**src/rtl/fifo_pkg.sv**
```systemverilog
// Shared definitions for the FIFO pointer generators: pointer width helper,
// power-of-two detection and the binary-to-Gray conversion.
package fifo_pkg;

  localparam int ADDR_WIDTH_DEF = 5;
  localparam int PTR_WIDTH_DEF  = ADDR_WIDTH_DEF + 1;
  localparam int GRAY_MAX_W     = 32;

  function automatic int ptr_width(input int addr_width);
    return addr_width + 1;
  endfunction

  function automatic bit is_pow2(input int n);
    return (n > 0) && ((n & (n - 1)) == 0);
  endfunction

  // Callers zero-extend into and truncate out of the fixed 32-bit carrier.
  function automatic logic [GRAY_MAX_W-1:0] bin2gray(input logic [GRAY_MAX_W-1:0] bin);
    return bin ^ (bin >> 1);
  endfunction

endpackage

```
**src/rtl/fifo_ptr_gen.sv**
```systemverilog
// FIFO pointer generator: {wrap, index} binary pointer with any depth up to
// 2^ADDR_WIDTH, a same-edge Gray copy for CDC, wrap pulse and load-range error.
module fifo_ptr_gen
  import fifo_pkg::*;
#(
  parameter int ADDR_WIDTH = ADDR_WIDTH_DEF,
  parameter int DEPTH      = 2 ** ADDR_WIDTH
) (
  input  logic                  clk,
  input  logic                  RST,
  input  logic                  i_Enable,
  input  logic                  i_Clear,
  input  logic                  i_Load,
  input  logic [ADDR_WIDTH:0]   i_Load_Value,
  output logic [ADDR_WIDTH:0]   o_Address,
  output logic [ADDR_WIDTH:0]   o_Address_Next,
  output logic [ADDR_WIDTH:0]   o_Gray,
  output logic                  o_Wrap_Pulse,
  output logic                  o_Load_Err
);

  localparam int                    PW         = ptr_width(ADDR_WIDTH);
  localparam logic [ADDR_WIDTH-1:0] LAST_IDX   = ADDR_WIDTH'(DEPTH - 1);
  localparam bit                    CARRY_WRAP = is_pow2(DEPTH) && (DEPTH == (1 << ADDR_WIDTH));

  generate
    if (DEPTH < 2 || DEPTH > (1 << ADDR_WIDTH)) begin : g_bad_depth
      $error("fifo_ptr_gen: DEPTH must lie in 2..2**ADDR_WIDTH");
    end
  endgenerate

  logic [PW-1:0]         addr_q, addr_d, addr_inc, addr_next;
  logic [PW-1:0]         gray_q, gray_d;
  logic                  wrap_pulse_q, wrap_pulse_d;
  logic                  load_err_q, load_err_d;
  logic [ADDR_WIDTH-1:0] idx_q, load_idx;
  logic                  wrap_bit_q, at_last;

  assign idx_q      = addr_q[ADDR_WIDTH-1:0];
  assign wrap_bit_q = addr_q[ADDR_WIDTH];
  assign load_idx   = i_Load_Value[ADDR_WIDTH-1:0];
  assign at_last    = (idx_q == LAST_IDX);

  // Full-range depths let the index carry ripple straight into the wrap bit.
  always_comb begin
    if (CARRY_WRAP) begin
      addr_inc = addr_q + PW'(1);
    end else if (at_last) begin
      addr_inc = {~wrap_bit_q, {ADDR_WIDTH{1'b0}}};
    end else begin
      addr_inc = {wrap_bit_q, idx_q + ADDR_WIDTH'(1)};
    end
  end

  always_comb begin
    addr_d       = addr_q;
    wrap_pulse_d = 1'b0;
    load_err_d   = 1'b0;
    if (i_Clear) begin
      addr_d = '0;
    end else if (i_Load) begin
      if (load_idx > LAST_IDX) begin
        addr_d     = {i_Load_Value[ADDR_WIDTH], LAST_IDX};
        load_err_d = 1'b1;
      end else begin
        addr_d = i_Load_Value;
      end
    end else if (i_Enable) begin
      addr_d       = addr_inc;
      wrap_pulse_d = at_last;
    end
  end

  // Reset is folded in so the Next output always predicts the following o_Address.
  assign addr_next = RST ? '0 : addr_d;
  assign gray_d    = PW'(bin2gray(GRAY_MAX_W'(addr_next)));

  always_ff @(posedge clk) begin
    if (RST) begin
      addr_q       <= '0;
      gray_q       <= '0;
      wrap_pulse_q <= 1'b0;
      load_err_q   <= 1'b0;
    end else begin
      addr_q       <= addr_d;
      gray_q       <= gray_d;
      wrap_pulse_q <= wrap_pulse_d;
      load_err_q   <= load_err_d;
    end
  end

  assign o_Address      = addr_q;
  assign o_Address_Next = addr_next;
  assign o_Gray         = gray_q;
  assign o_Wrap_Pulse   = wrap_pulse_q;
  assign o_Load_Err     = load_err_q;

endmodule

```
**config.mk**
```make
export PLATFORM = sky130hd
export DESIGN_NAME = fifo_ptr_gen
export DESIGN_NICKNAME = d
export VERILOG_FILES = /design/src/rtl/fifo_pkg.sv /design/src/rtl/fifo_ptr_gen.sv
export SDC_FILE = /design/constraint.sdc
export NUM_CORES = 1
export LEC_CHECK = 0
export CAP_MARGIN = 20
export CORE_MARGIN = 10
export CORE_UTILIZATION = 41
export CTS_CLUSTER_SIZE = 30
export DETAILED_ROUTE_END_ITERATION = 12
export MAX_ROUTING_LAYER = met4
export PLACE_DENSITY = 0.78
export SETUP_SLACK_MARGIN = 0.4
export SYNTH_ARGS = -nofsm -noshare
export SYNTH_HDL_FRONTEND = slang
export SYNTH_SLANG_ARGS = --single-unit
```
**constraint.sdc**
```tcl
create_clock -name clk -period 2.4 [get_ports clk]
set_input_delay 0.36 -clock clk [delete_from_list [all_inputs] [get_ports clk]]
set_output_delay 0.36 -clock clk [all_outputs]
set_load 0.01 [all_outputs]
```
==> out/metrics.cfg <==
[status]
status = completed

[setup_path]
worstSetupStartpoint = o_Address[1]
crit_slowest_cell = dfxtp_4
crit-reg2reg-launch = o_Address[1]
ff2ff_path_depth = 9
slowest_delay_ns = 0.36
critPathKind = flip-flop to primary output
critPathCapture = o_Address_Next[4]
rr_endpoint = o_Gray[2]
worstPathCellList = ha_4, and3_4, ha_4, mux2i_4, nor2_2, a21oi_2, nor2_2, buf_2
cp_data_required_time_ns = 2.04
end_kind = primary output
r2r_slack_ns = 0.58
crit_path_start_kind = flip-flop
crit_arrival_ns = 1.74
crit_fanout = 2

[synthesis]
synth.most_common_cell = dfxtp_1
synth_common_cells = dfxtp_1 (14), nor2_1 (8), a21oi_1 (4), nand2_1 (4), xnor2_1 (4)
syn_area_per_cell_um2 = 10.96
async_flop_share = 0
yosysTopAreaCellShare = 0.3816
ys_seq_area_frac = 0.3816
synth_top_area_cell = dfxtp_1
syn-cell-area_um2 = 734.5
syn-num-nets = 80
synth_area_leaders = dfxtp_1 (38%), mux2i_4 (6.1%), xnor2_1 (4.8%)
syn_inst = 67
yosys_warnings = 0
synth_edf_count = 0
synth_cell_type_count = 29
yosys_most_used_dff = dfxtp_1
ys_ff_latch = 14

[layout]
fin_util = 0.7678
syn2layout_area_growth_pct = 78.54
drive_gt1_frac = 0.4667
nNetsFinal = 134
final_area_um2 = 1311
fin_cells = 145
antenna_cells = 0

[routing]
ant_nets = 0
wirelength_mm = 2.287
wl_per_cell_um = 15.77
avgViaCountPerCell = 4.676
vias = 678
dr.pass1.iters = 4
first_iter_violations = 13
drc = 0

[global_routing]
antenna_found_initial = 0
grt_pass1_wl_mm = 3.801
grt_max_degree = 13
grt_pass1_vias = 782
grt_overflow_total = 0
grt_use_total = 0.1221

[placement]
place_inst = 134
dp_slack_ns = -0.09172
gp_congestion = 0.8596
post_dp_cell_area_um2 = 1167
port_buffers = 30
hpwl_mm = 1.676

[sta]
finalHoldViolCount = 0
max_freq_ghz = 0.4758
min_period_over_period = 0.8757
maxSlewViolCount = 0
whs_ns = 0.6466
fin_ws_ns = 0.2984
setup_tns_ns = 0
finalSetupViolCount = 0
rsz0062_at_grt = yes
post-route-min-period_ns = 2.102
skew_ns = 0.005224

[floorplan]
core_um2 = 1708
die_area_um2 = 3884
io_pins = 31
floorplan.initialDensity = 0.4300
die_x_um = 62.33
die_y_um = 62.33
rows = 15

[cts]
ctsLongestPathBuffers = 2
cts.root.buffer_cell = clkbuf_4
clk_latency_ns = 0.28
cts_tree = built
clk_pin_slew_ns = 0.09
cts_htree_levels = 1
cts_buffers = 3
clock-sinks = 14

[pwr]
ir_drop_uv = 338.5
fin_total_pwr_mw = 0.5675
p_leak_nw = 0.5584
power_density_nw_per_um2 = 432.8

[run]
maxCapViolCount = 0

[min_path]
min-delay-start = i_Enable
hold_path.class = primary input to flip-flop

==> critical path: cells and delay by family (launching register included) <==
| family | cells | cell delay [ns] |
|---|---|---|
| simple gates | 3 | 0.42 |
| buf+inv | 1 | 0.14 |
| mux | 1 | 0.07 |
| flops | 1 | 0.36 |
| compound gates | 1 | 0.05 |
| fa+ha+maj | 2 | 0.42 |
==> routing by layer <==
| metal | global-route usage | up-vias | share of wire |
|---|---|---|---|
| met5 | - | - | 0 |
| met4 | 0.05866 | 0 | 0.012 |
| met3 | 0.03226 | 2 | 0.048 |
| met2 | 0.2167 | 22 | 0.55 |
| met1 | 0.1213 | 328 | 0.39 |
| li1 | - | 326 | - |
==> cell usage in the layout (no fill, tap or decap), types with 2 or more instances in the layout <==
| cell type | netlist | routed |
|---|---|---|
| dfxtp_1 | 14 | 11 |
| xnor2_1 | 4 | 4 |
| clkdlybuf4s15_1 | 0 | 2 |
| a21oi_2 | 0 | 2 |
| nand2_1 | 4 | 4 |
| clkbuf_4 | 0 | 3 |
| a21oi_1 | 4 | 2 |
| nor2_2 | 1 | 4 |
| mux2i_4 | 2 | 2 |
| nor2b_1 | 2 | 2 |
| mux2i_1 | 2 | 2 |
| dfxtp_2 | 0 | 2 |
| nor2_1 | 8 | 4 |
| clkdlybuf4s15_2 | 0 | 2 |
| o21a_1 | 3 | 3 |
| clkdlybuf4s50_1 | 0 | 22 |
| ha_4 | 0 | 2 |
| buf_2 | 1 | 2 |
| buf_4 | 1 | 23 |
==> how the worst min path moves through the flow <==
stage | endpoint | cells after the start | slack [ns]
final | o_Wrap_Pulse | 4 | 0.65
after global routing | o_Wrap_Pulse | 4 | 0.65
after CTS | o_Wrap_Pulse | 4 | 0.65
after detailed placement | o_Gray[5] | 2 | 0.70
after global placement | o_Gray[5] | 2 | 0.66
after floorplan | o_Address[2] | 2 | 0.58
==> sequential cells by signal, summed over array words and instances, names as in the netlist <==
name,cells
o_Gray,6
o_Wrap_Pulse,1
o_Load_Err,1
o_Address,6
==> logic make-up after synthesis <==
family,count (synthesis),share of synthesized area
compound gates,8,0.07836
xor+xnor,8,0.1244
fa+ha+maj,2,0.03407
buf+inv,6,0.05791
flops,14,0.3816
mux,6,0.1244
other cells,1,0.005106
simple gates,22,0.1942
==> where the power goes <==
part | leakage [nW] | internal (mW) | total, mW | switching, mW
combinational | 0.421 | 0.0890 | 0.148 | 0.0592
clock | 0.0210 | 0.0923 | 0.171 | 0.0783
sequential | 0.116 | 0.242 | 0.249 | 0.00651
total | 0.558 | 0.424 | 0.568 | 0.144
==> final cells by class <==
type                            count  area, um^2
Inverter                            1       3.754
Sequential cell                    14       286.5
Multi-Input combinational cell     47       474.2
Fill cell                         111       396.6
Timing Repair Buffer               54       479.2
Tap cell                           25       31.28
Clock buffer                        4       36.28
==> what timing repair did <==
action,in CTS,in global routing
pin swaps,4,5
setup buffers,4,3
resized for setup,30,9
hold buffers,0,0
endpoints found under the setup margin,6,6
Power figures use the tool's default switching activity.
